==> src/rtl/vid_in_capture_if.sv <==
// Purpose: pixel-stream bundle between the video receiver pins, the capture block and its consumers.
// Latency: none, wires only.
// Backpressure: none; the stream is free-running and paced by pc_ena.
interface vid_in_capture_if #(
  parameter int RGB_hbit = 3,
  parameter int CNT_W    = 12
);
  // receiver side (pin polarity for the syncs)
  logic [3:0]        pc_ena;
  logic              vid_de_in;
  logic              hs_in;
  logic              vs_in;
  logic [RGB_hbit:0] r_in;
  logic [RGB_hbit:0] g_in;
  logic [RGB_hbit:0] b_in;

  // re-aligned stream and position
  logic [RGB_hbit:0] r_out;
  logic [RGB_hbit:0] g_out;
  logic [RGB_hbit:0] b_out;
  logic              hde_out;
  logic              vde_out;
  logic              hs_out;
  logic              vs_out;
  logic [CNT_W-1:0]  x_pos;
  logic [CNT_W-1:0]  y_pos;

  // timing status and measurements
  logic              frame_start;
  logic              locked;
  logic              unlock_pulse;
  logic [CNT_W-1:0]  h_total;
  logic [CNT_W-1:0]  h_active;
  logic [CNT_W-1:0]  v_total;
  logic [CNT_W-1:0]  v_active;

  // stream source / status consumer
  modport master (
    output pc_ena, vid_de_in, hs_in, vs_in, r_in, g_in, b_in,
    input  r_out, g_out, b_out, hde_out, vde_out, hs_out, vs_out, x_pos, y_pos,
    input  frame_start, locked, unlock_pulse, h_total, h_active, v_total, v_active
  );

  // capture block
  modport slave (
    input  pc_ena, vid_de_in, hs_in, vs_in, r_in, g_in, b_in,
    output r_out, g_out, b_out, hde_out, vde_out, hs_out, vs_out, x_pos, y_pos,
    output frame_start, locked, unlock_pulse, h_total, h_active, v_total, v_active
  );
endinterface

==> src/rtl/vid_in_capture.sv <==
// Purpose: capture a DE/HS/VS/RGB stream, track x/y position, measure frame timing and declare lock.
// Latency: 1 pixel strobe from input pins to every stream/position output (all aligned).
// Backpressure: none; all state advances only on pixel strobes (pc_ena==0), there is no stall path.
module vid_in_capture #(
  parameter int RGB_hbit  = 3,
  parameter bit HS_invert = 1'b1,
  parameter bit VS_invert = 1'b1,
  parameter int CNT_W     = 12
) (
  input logic          pclk,
  input logic          reset,
  vid_in_capture_if.slave vif
);

  localparam logic [CNT_W-1:0] CNT_MAX = '1;
  localparam logic [CNT_W-1:0] CNT_ONE = CNT_W'(1);

  typedef enum logic [1:0] {SEARCH, MEASURE, LOCKED} state_t;

  // Saturating increment: counters stick at all-ones instead of wrapping.
  function automatic logic [CNT_W-1:0] sat_inc(input logic [CNT_W-1:0] v, input logic en);
    sat_inc = (en && (v != CNT_MAX)) ? v + CNT_ONE : v;
  endfunction

  // Reset: asserted asynchronously, released two clocks later in step with pclk.
  logic [1:0] rst_sync_q;
  logic       rst_int;

  // Reset synchronizer for clean release.
  always_ff @(posedge pclk or posedge reset) begin
    if (reset) rst_sync_q <= 2'b11;
    else       rst_sync_q <= {rst_sync_q[0], 1'b0};
  end
  assign rst_int = rst_sync_q[1];

  // Sampled inputs in internal (active-high) polarity.
  logic strobe, hs_i, vs_i, de_i;
  assign strobe = (vif.pc_ena == 4'd0);
  assign hs_i   = vif.hs_in ^ HS_invert;
  assign vs_i   = vif.vs_in ^ VS_invert;
  assign de_i   = vif.vid_de_in;

  // Stream registers.
  logic              hs_q, vs_q, de_q, vde_q, fs_q;
  logic              vde_d;
  logic [RGB_hbit:0] r_q, g_q, b_q;
  logic [CNT_W-1:0]  x_q, x_d, y_q, y_d;

  // Timing counters and per-line measurements.
  logic [CNT_W-1:0]  h_cnt_q, h_cnt_d;
  logic [CNT_W-1:0]  line_de_cnt_q, line_de_cnt_d;
  logic [CNT_W-1:0]  h_line_q, h_line_d;
  logic [CNT_W-1:0]  h_act_line_q, h_act_line_d;
  logic [CNT_W-1:0]  v_cnt_q, v_cnt_d;
  logic [CNT_W-1:0]  v_act_cnt_q, v_act_cnt_d;
  logic [CNT_W-1:0]  v_line_cnt, v_act_line_cnt;

  // Published measurement set (also the lock reference).
  logic [CNT_W-1:0]  h_total_q, h_active_q, v_total_q, v_active_q;

  // Lock FSM.
  state_t            state_q;
  logic              ref_vld_q, locked_q, unlock_q;

  logic hs_rise, vs_rise, line_has_de, first_de, wdog_trip, meas_match;

  assign hs_rise = hs_i & ~hs_q;
  assign vs_rise = vs_i & ~vs_q;

  // Next-state for counters, position and the measurement set presented at vs rise.
  always_comb begin
    line_has_de    = (line_de_cnt_q != '0);
    h_cnt_d        = hs_rise ? '0 : sat_inc(h_cnt_q, 1'b1);
    // The pixel on the hs-rise strobe already belongs to the new line.
    line_de_cnt_d  = hs_rise ? {{(CNT_W-1){1'b0}}, de_i} : sat_inc(line_de_cnt_q, de_i);
    h_line_d       = hs_rise ? sat_inc(h_cnt_q, 1'b1) : h_line_q;
    // Blank lines carry no active width, so only lines with DE refresh h_active.
    h_act_line_d   = (hs_rise && line_has_de) ? line_de_cnt_q : h_act_line_q;
    // A line ending on the vs-rise strobe is counted into the finished frame.
    v_line_cnt     = sat_inc(v_cnt_q, hs_rise);
    v_act_line_cnt = sat_inc(v_act_cnt_q, hs_rise & line_has_de);
    v_cnt_d        = vs_rise ? '0 : v_line_cnt;
    v_act_cnt_d    = vs_rise ? '0 : v_act_line_cnt;

    x_d      = (de_i && de_q) ? sat_inc(x_q, 1'b1) : '0;
    first_de = de_i && (hs_rise || !line_has_de);
    y_d      = y_q;
    if (vs_rise)       y_d = '0;
    else if (first_de) y_d = vde_q ? sat_inc(y_q, 1'b1) : '0;
    vde_d    = vs_rise ? de_i : (vde_q | de_i);

    // Fires once, on the strobe h_cnt enters saturation.
    wdog_trip  = (h_cnt_d == CNT_MAX) && (h_cnt_q != CNT_MAX);
    meas_match = (h_line_d == h_total_q) && (h_act_line_d == h_active_q) &&
                 (v_line_cnt == v_total_q) && (v_act_line_cnt == v_active_q) &&
                 (h_line_d != '0) && (v_line_cnt != '0);
  end

  // Stream, position, counters and measurement registers, advanced per strobe.
  always_ff @(posedge pclk or posedge rst_int) begin
    if (rst_int) begin
      hs_q          <= 1'b0;
      vs_q          <= 1'b0;
      de_q          <= 1'b0;
      vde_q         <= 1'b0;
      fs_q          <= 1'b0;
      r_q           <= '0;
      g_q           <= '0;
      b_q           <= '0;
      x_q           <= '0;
      y_q           <= '0;
      h_cnt_q       <= '0;
      line_de_cnt_q <= '0;
      h_line_q      <= '0;
      h_act_line_q  <= '0;
      v_cnt_q       <= '0;
      v_act_cnt_q   <= '0;
      h_total_q     <= '0;
      h_active_q    <= '0;
      v_total_q     <= '0;
      v_active_q    <= '0;
    end else if (strobe) begin
      hs_q          <= hs_i;
      vs_q          <= vs_i;
      de_q          <= de_i;
      vde_q         <= vde_d;
      fs_q          <= vs_rise;
      r_q           <= de_i ? vif.r_in : '0;
      g_q           <= de_i ? vif.g_in : '0;
      b_q           <= de_i ? vif.b_in : '0;
      x_q           <= x_d;
      y_q           <= y_d;
      h_cnt_q       <= h_cnt_d;
      line_de_cnt_q <= line_de_cnt_d;
      h_line_q      <= h_line_d;
      h_act_line_q  <= h_act_line_d;
      v_cnt_q       <= v_cnt_d;
      v_act_cnt_q   <= v_act_cnt_d;
      if (vs_rise) begin
        h_total_q  <= h_line_d;
        h_active_q <= h_act_line_d;
        v_total_q  <= v_line_cnt;
        v_active_q <= v_act_line_cnt;
      end
    end
  end

  // Lock FSM: sync to a vs rise, compare consecutive frames, watchdog on lost hsync.
  always_ff @(posedge pclk or posedge rst_int) begin
    if (rst_int) begin
      state_q   <= SEARCH;
      ref_vld_q <= 1'b0;
      locked_q  <= 1'b0;
      unlock_q  <= 1'b0;
    end else if (strobe) begin
      unlock_q <= 1'b0;
      if (wdog_trip) begin
        state_q   <= SEARCH;
        ref_vld_q <= 1'b0;
        locked_q  <= 1'b0;
        unlock_q  <= (state_q == LOCKED);
      end else if (vs_rise) begin
        case (state_q)
          SEARCH: begin
            // The frame in flight was only partly seen; it never becomes a reference.
            state_q   <= MEASURE;
            ref_vld_q <= 1'b0;
          end
          MEASURE: begin
            if (ref_vld_q && meas_match) begin
              state_q  <= LOCKED;
              locked_q <= 1'b1;
            end else begin
              ref_vld_q <= 1'b1;
            end
          end
          LOCKED: begin
            if (!meas_match) begin
              state_q   <= MEASURE;
              locked_q  <= 1'b0;
              unlock_q  <= 1'b1;
              ref_vld_q <= 1'b1;
            end
          end
          default: begin
            state_q   <= SEARCH;
            ref_vld_q <= 1'b0;
            locked_q  <= 1'b0;
          end
        endcase
      end
    end
  end

  assign vif.r_out        = r_q;
  assign vif.g_out        = g_q;
  assign vif.b_out        = b_q;
  assign vif.hde_out      = de_q;
  assign vif.vde_out      = vde_q;
  assign vif.hs_out       = hs_q;
  assign vif.vs_out       = vs_q;
  assign vif.x_pos        = x_q;
  assign vif.y_pos        = y_q;
  assign vif.frame_start  = fs_q;
  assign vif.locked       = locked_q;
  assign vif.unlock_pulse = unlock_q;
  assign vif.h_total      = h_total_q;
  assign vif.h_active     = h_active_q;
  assign vif.v_total      = v_total_q;
  assign vif.v_active     = v_active_q;

endmodule

==> src/flat_wrapper.sv <==
// flat-port wrapper written by rule: the top's interface ports become plain ports
module vid_in_capture_flat 
#(
  parameter int RGB_hbit  = 3,
  parameter bit HS_invert = 1'b1,
  parameter bit VS_invert = 1'b1,
  parameter int CNT_W     = 12
)
  (pclk, reset, vif_pc_ena, vif_vid_de_in, vif_hs_in, vif_vs_in, vif_r_in, vif_g_in, vif_b_in, vif_r_out, vif_g_out, vif_b_out, vif_hde_out, vif_vde_out, vif_hs_out, vif_vs_out, vif_x_pos, vif_y_pos, vif_frame_start, vif_locked, vif_unlock_pulse, vif_h_total, vif_h_active, vif_v_total, vif_v_active);
  vid_in_capture_if #(.RGB_hbit(RGB_hbit), .CNT_W(CNT_W)) vif_i ();
  input logic pclk;
  input logic reset;
  input wire logic [$bits(vif_i.pc_ena)-1:0] vif_pc_ena;
  input wire logic [$bits(vif_i.vid_de_in)-1:0] vif_vid_de_in;
  input wire logic [$bits(vif_i.hs_in)-1:0] vif_hs_in;
  input wire logic [$bits(vif_i.vs_in)-1:0] vif_vs_in;
  input wire logic [$bits(vif_i.r_in)-1:0] vif_r_in;
  input wire logic [$bits(vif_i.g_in)-1:0] vif_g_in;
  input wire logic [$bits(vif_i.b_in)-1:0] vif_b_in;
  output wire logic [$bits(vif_i.r_out)-1:0] vif_r_out;
  output wire logic [$bits(vif_i.g_out)-1:0] vif_g_out;
  output wire logic [$bits(vif_i.b_out)-1:0] vif_b_out;
  output wire logic [$bits(vif_i.hde_out)-1:0] vif_hde_out;
  output wire logic [$bits(vif_i.vde_out)-1:0] vif_vde_out;
  output wire logic [$bits(vif_i.hs_out)-1:0] vif_hs_out;
  output wire logic [$bits(vif_i.vs_out)-1:0] vif_vs_out;
  output wire logic [$bits(vif_i.x_pos)-1:0] vif_x_pos;
  output wire logic [$bits(vif_i.y_pos)-1:0] vif_y_pos;
  output wire logic [$bits(vif_i.frame_start)-1:0] vif_frame_start;
  output wire logic [$bits(vif_i.locked)-1:0] vif_locked;
  output wire logic [$bits(vif_i.unlock_pulse)-1:0] vif_unlock_pulse;
  output wire logic [$bits(vif_i.h_total)-1:0] vif_h_total;
  output wire logic [$bits(vif_i.h_active)-1:0] vif_h_active;
  output wire logic [$bits(vif_i.v_total)-1:0] vif_v_total;
  output wire logic [$bits(vif_i.v_active)-1:0] vif_v_active;
  assign vif_i.pc_ena = vif_pc_ena;
  assign vif_i.vid_de_in = vif_vid_de_in;
  assign vif_i.hs_in = vif_hs_in;
  assign vif_i.vs_in = vif_vs_in;
  assign vif_i.r_in = vif_r_in;
  assign vif_i.g_in = vif_g_in;
  assign vif_i.b_in = vif_b_in;
  assign vif_r_out = vif_i.r_out;
  assign vif_g_out = vif_i.g_out;
  assign vif_b_out = vif_i.b_out;
  assign vif_hde_out = vif_i.hde_out;
  assign vif_vde_out = vif_i.vde_out;
  assign vif_hs_out = vif_i.hs_out;
  assign vif_vs_out = vif_i.vs_out;
  assign vif_x_pos = vif_i.x_pos;
  assign vif_y_pos = vif_i.y_pos;
  assign vif_frame_start = vif_i.frame_start;
  assign vif_locked = vif_i.locked;
  assign vif_unlock_pulse = vif_i.unlock_pulse;
  assign vif_h_total = vif_i.h_total;
  assign vif_h_active = vif_i.h_active;
  assign vif_v_total = vif_i.v_total;
  assign vif_v_active = vif_i.v_active;
  vid_in_capture #(.RGB_hbit(RGB_hbit), .HS_invert(HS_invert), .VS_invert(VS_invert), .CNT_W(CNT_W)) u_core (.pclk(pclk), .reset(reset), .vif(vif_i));
endmodule
==> config.mk <==
export PLATFORM = sky130hd
export DESIGN_NAME = vid_in_capture_flat
export DESIGN_NICKNAME = d
export VERILOG_FILES = /design/src/rtl/vid_in_capture_if.sv /design/src/rtl/vid_in_capture.sv /design/src/flat_wrapper.sv
export SDC_FILE = /design/constraint.sdc
export NUM_CORES = 1
export LEC_CHECK = 0
export BUFFER_PORTS_ARGS = -buffer_cell sky130_fd_sc_hd__buf_4
export CORE_MARGIN = 10
export CORE_UTILIZATION = 59
export DETAILED_ROUTE_END_ITERATION = 10
export PLACE_DENSITY = 0.87
export SLEW_MARGIN = 10
export SYNTH_ARGS = -nofsm -noshare
export SYNTH_HDL_FRONTEND = slang
export SYNTH_SLANG_ARGS = --single-unit
==> constraint.sdc <==
create_clock -name pclk -period 5.77 [get_ports pclk]
set_input_delay 0.2885 -clock pclk [delete_from_list [all_inputs] [get_ports pclk]]
set_output_delay 0.2885 -clock pclk [all_outputs]
set_load 0.05 [all_outputs]
### After elaboration in Yosys (flattened, before gate mapping)

Cells that the tools add are included.

* register bits after elaboration: 168
* bits of input ports: 21
* output and inout port bits: 91

* $add $sub $neg: 6
* equality and inequality tests: 19
* muxes and demuxes: 39
* bitwise operators: 8
* reduce and logical (&&, ||, !) cells: 30

Operators with widths (count)
* 2-to-1 mux 12 bit: 16
* adder 12 x 1 -> 12 bit (second input constant): 6
* inequality test 12 bit (second input constant): 6
* == test 12 bit: 4
* nonzero test 12 bit: 3
* logical AND 1 bit: 13
* 2-to-1 mux 1 bit: 13
* == test 12 bit (second input constant): 1
* 2-to-1 mux 4 bit: 3
* 2-to-1 mux 2 bit: 4
* AND reduction 4 bit: 2
* inequality test 3 x 2 -> 1 bit (second input constant): 2
* one-hot mux 2 bit (3 select lines): 1
* AND reduction 2 bit: 3
* nonzero test 2 bit: 3
* AND reduction 5 bit: 1
* zero test 4 bit: 1
* NOT 1 bit: 4
* bitwise AND 1 bit: 3
* inequality test 3 x 1 -> 1 bit (second input constant): 1
* inequality test 3 bit (second input constant): 1
* one-hot mux 1 bit (3 select lines): 1
* AND reduction 3 bit: 1
* == test 2 x 1 -> 1 bit (second input constant): 1
* other kinds (8): 8

### Depth between registers and ports, before layout

* depth in word-level cells: 15
* gate-level depth with buffers: 15

### Least setup slack after synthesis

Ideal clock, no wire load.

* path kind: reg-to-reg
* start point: reg u_core.hs_q (netlist: u_core.vif.hs_out)
* end point: reg u_core.state_q[0]
* setup time: 0.141 ns
* arrival time: 3.716 ns
* data required time: 5.629 ns
* path slack: 1.913 ns
* stages on the path, launching flop included: 13
* period minus slack after synthesis: 3.857 ns
* cell sequence: dfrtp_1 > or2_1 > clkbuf_1 > a31oi_2 > nand4_4 > mux2i_1 > or4_1 > or4_1 > nor3_1 > or4b_1 > buf_2 > o211ai_1 > o221ai_1

* word-level cells in the longest chain between the ends: 13
* elaborated cells between the ends (all ways): 30
* classes of those cells: 7 x eq/ne; 6 x mux; 3 x bitwise; 14 x reduce/logical

Ends and longest elaborated chain
* start: declaration: RTL line vid_in_capture.sv:44 `logic hs_q, vs_q, de_q, vde_q, fs_q;`
* start signal: assignment: RTL line vid_in_capture.sv:123 `hs_q <= hs_i;`
* NOT 1 bit (*): RTL line vid_in_capture.sv:67 `assign hs_rise = hs_i & ~hs_q;`
* bitwise AND 1 bit (*): RTL line vid_in_capture.sv:67
* logical AND 1 bit: RTL line vid_in_capture.sv:78 `h_act_line_d = (hs_rise && line_has_de) ? line_de_cnt_q : h_act_line_q;`
* 2-to-1 mux 12 bit: RTL line vid_in_capture.sv:78
* == test 12 bit: RTL line vid_in_capture.sv:94 `meas_match = (h_line_d == h_total_q) && (h_act_line_d == h_active_q) &&`
* logical AND 1 bit (2 in series): RTL line vid_in_capture.sv:94
* logical AND 1 bit (2 in series): RTL line vid_in_capture.sv:95 `(v_line_cnt == v_total_q) && (v_act_line_cnt == v_active_q) &&`
* logical AND 1 bit: RTL line vid_in_capture.sv:96 `(h_line_d != '0) && (v_line_cnt != '0);`
* logical AND 1 bit: RTL line vid_in_capture.sv:170 `if (ref_vld_q && meas_match) begin`
* inequality test 3 x 1 -> 1 bit (no source line)
* AND reduction 4 bit (no source line)
* end signal: assignment: RTL line vid_in_capture.sv:166 `state_q <= MEASURE;`
* end signal: assignment: RTL line vid_in_capture.sv:171 `state_q <= LOCKED;`
* end signal: assignment: RTL line vid_in_capture.sv:179 `state_q <= MEASURE;`
* end: declaration: RTL line vid_in_capture.sv:62 `state_t state_q;`

Every way passes the cells marked *; elsewhere a longest branch is shown, timed or not.
A chain may end at the register's enable or synchronous reset.

### Final worst setup path

Ends and elaborated chain as after synthesis.

==> results.toml <==
[status]
run_status = "complete, no violations"

[die]
rows = 47
coreArea_um2 = 16470
die-height_um = 148.9
top_level_ports = 112
fp.dieArea_um2 = 22180
floorplan.die.width_um = 148.9
start_util = 0.5957

[placed_design]
detailed_place_hpwl_um = 19790
io_buffers = 111
globalplace.congestion = 0.9702

[pwr]
power.combinational.fraction = 0.282
power_frac_clock = 0.323
irDropWorstVdd_mv = 0.2405
pwr_density_cell_nw_per_um2 = 330.8
sw_frac_of_total = 0.3704
p_int_mw = 2.349
total_switching_power_mw = 1.382
power_frac_seq = 0.395
cellLeakagePower_nw = 5.035

[grt]
antenna_found_initial = 0
gr-usage-met1 = 0.3350
grt_util_met3 = 0.06189
groute.usage.overall = 0.2534
grt_max_degree = 102
busiest_layer_in_global_routing = "met2"
globalRoute.totalOverflow = 0
global_route.usage.met2 = 0.4028
grt_pass1_wl_um = 45550
first_global_vias = 8539

[timing]
clock.fmax_mhz = 224.9
worst-slew-pin-transition_ns = 0.8987
hold-worst-slack_ns = 0.05061
final_period_minus_worst_setup_slack_ns = 4.447
fin_worst_skew_ns = 0.01223
tcrit_tclk_final = 0.7708
setup-tns-final_ns = 0
slew_violations = 0
setup-violations-final = 0
rsz0062_at_grt = "no"
slew_headroom = 0.4009
timing_hold_violations_final = 0

[yosys]
synth-warning-count = 0
synthFlopType = "sky130_fd_sc_hd__dfrtp_1"
synth_enable_flop_cells = 0
post_synth_instance_area_um2 = 9809
yosysMostFrequentCell = "sky130_fd_sc_hd__nand2_1"
postSynth.asyncResetShare = 1.000
ys_seq_elements = 168
post_synth_top_cells = "193 x sky130_fd_sc_hd__nand2_1, 166 x sky130_fd_sc_hd__dfrtp_1, 129 x sky130_fd_sc_hd__o21ai_0, 80 x sky130_fd_sc_hd__nor2_1, 61 x sky130_fd_sc_hd__clkbuf_1"
synth.net_count = 1186
yosysTopAreaCell = "sky130_fd_sc_hd__dfrtp_1"
synth.top_cell.area_share = 0.4235
synth_area_per_cell_um2 = 8.500
yosysUniqueCellTypes = 81
yosysSeqAreaShare = 0.4288
synthesis.instances = 1154
synthTopCellsByArea = "sky130_fd_sc_hd__dfrtp_1 42%, sky130_fd_sc_hd__nand2_1 7.4%, sky130_fd_sc_hd__o21ai_0 6.6%"

[critical_path]
crit_required_ns = 6.08
crit_fanout = 13
critical_path_launch_point_type = "flop"
timing.setup.critical_path_class = "reg2reg"
worstPathArrival_ns = 4.75
kind_of_capture_point_of_the_worst_setup_path = "flop"

[job]
timing.max_cap.violations = 0

[cells_and_area]
final_core_util = 0.6850
area_delta_synth_final_pct = 14.97
antenna_cells = 0
finish.net_count = 1246
share_of_post_route_cells_with_drive_strength_above_1 = 0.1516
layout.filler_cells = 1338

[drt]
drt_drc_violations_left = 0
wl_per_cell_um = 19.51
postRouteWirelength_um = 28230
initialDrtViolationCount = 960
first_pass_iteration_count_of_the_detailed_router = 5
routed-via-count = 9077
post_drt_via_cell_ratio = 6.273
drtAntennaViolNets = 0

[cts]
cts.sinks = 168
worst_skew_pair.late_latency_ns = 0.45
cts-root-to-sink-buffers = 2
ctsRootBufferMaster = "sky130_fd_sc_hd__clkbuf_16"
clk_pin_slew_worst_paths_ns = 0.07
cts-buffers-inserted = 17
cts.htree.levels = 4
tritoncts = "built"

[min_path]
holdCritPathClass = "in2reg"
==> registers in the layout, summed over array words and instances (netlist names), 4 cells and up <==
name and flops:
u_core.vif.h_active 12, u_core.h_line_q 12, u_core.v_cnt_q 12, u_core.h_act_line_q 12, u_core.vif.b_out 4, u_core.vif.x_pos 12, u_core.vif.g_out 4, u_core.h_cnt_q 12
u_core.vif.v_active 12, u_core.line_de_cnt_q 12, u_core.v_act_cnt_q 12, u_core.vif.h_total 12, u_core.vif.v_total 12, u_core.vif.r_out 4, u_core.vif.y_pos 12
==> stage by stage <==
step	area, um^2	instances	setup WS (ns)	power (mW)
3_5_place_dp	10650	1414	1.412	2.523
5_1_grt	11280	1447	1.066	3.892
6_report	11280	1447	1.323	3.731
3_3_place_gp	10650	1414	1.537	2.506
4_1_cts	11280	1447	1.395	3.723
2_1_floorplan	9809	1154	0.9517	2.204
==> per-layer routing <==
layer	wire, um	vias up
li1	-	4227
met1	11760	4360
met2	13380	438
met3	2543	52
met4	550	0
met5	0	-
==> power groups by stage <==
stage / logic, mW / clock network, mW / registers [mW]
after floorplan: 0.539 / 0 / 1.67
after global placement: 1.03 / 0 / 1.48
after detailed placement: 1.04 / 0 / 1.49
after CTS: 1.05 / 1.21 / 1.47
after global routing: 1.14 / 1.26 / 1.49
final: 1.05 / 1.21 / 1.47
==> area by class of cell <==
class,count,area [um^2],share of cell area
Tap cell,220,275.3,0.02441
Clock inverter,15,190.2,0.01686
Clock buffer,17,425.4,0.03772
Timing Repair Buffer,122,918.4,0.08143
Inverter,25,98.84,0.008764
Sequential cell,168,4207,0.3730
Multi-Input combinational cell,880,5164,0.4578
==> worst paths after layout <==
check | startpoint | endpoint | slack [ns] | cells after the start
setup / recovery | u_core.vif.hs_out | u_core.state_q[0] | 1.32 | 10
max in group asynchronous | u_core.rst_sync_q[1] | u_core.vif.v_total[8] | 3.88 | 2
min in group asynchronous | reset | u_core.rst_sync_q[0] | 0.42 | 3
hold / removal | vif_vs_in | u_core.vif.vs_out | 0.05 | 2
hold reg to reg | u_core.rst_sync_q[0] | u_core.rst_sync_q[1] | 0.37 | 0
setup reg to reg | u_core.vif.hs_out | u_core.state_q[0] | 1.32 | 10
==> worst max-delay path, cell delays in order (launching register included) <==
cell and delay, ns:
sky130_fd_sc_hd__dfrtp_1 0.50, sky130_fd_sc_hd__or2_1 0.35, sky130_fd_sc_hd__a31oi_2 0.47, sky130_fd_sc_hd__and2_0 0.64, sky130_fd_sc_hd__nand4_1 0.39, sky130_fd_sc_hd__xnor2_1 0.28, sky130_fd_sc_hd__nor4_1 0.39, sky130_fd_sc_hd__nand4_1 0.17
sky130_fd_sc_hd__or4b_1 0.69, sky130_fd_sc_hd__o211ai_1 0.27, sky130_fd_sc_hd__o221ai_1 0.15
==> placed cells by master, fill, tap and decap left out, types with 21 or more instances in the layout <==
cell,n
sky130_fd_sc_hd__nand2_1,192
sky130_fd_sc_hd__dfrtp_1,166
sky130_fd_sc_hd__o21ai_0,129
sky130_fd_sc_hd__buf_4,121
sky130_fd_sc_hd__nor2_1,79
sky130_fd_sc_hd__nand3_1,56
sky130_fd_sc_hd__a21oi_1,54
sky130_fd_sc_hd__xnor2_1,39
sky130_fd_sc_hd__xor2_1,31
sky130_fd_sc_hd__nand4_1,30
sky130_fd_sc_hd__inv_1,24
sky130_fd_sc_hd__a31oi_1,22
sky130_fd_sc_hd__and3_1,21
==> cell families (layout without fill, tap and decap cells) <==
| kind of cell | count (synthesis) | in the layout | synth area share |
|---|---|---|---|
| fa+ha+maj | 11 | 11 | 0.01403 |
| mux | 15 | 15 | 0.01607 |
| flops | 168 | 168 | 0.4288 |
| simple gates | 486 | 486 | 0.2454 |
| other cells | 1 | 1 | 0.0003823 |
| compound gates | 296 | 296 | 0.1844 |
| xor+xnor | 71 | 71 | 0.06480 |
| buf+inv | 106 | 179 | 0.04605 |
==> timing repair <==
action / 4_1_cts / 5_1_grt
hold endpoints to repair: 2 / 0
gates resized for setup: 0 / 0
setup buffers: 0 / 0
hold buffers: 1 / 0
(Power assumes the default switching activity.)
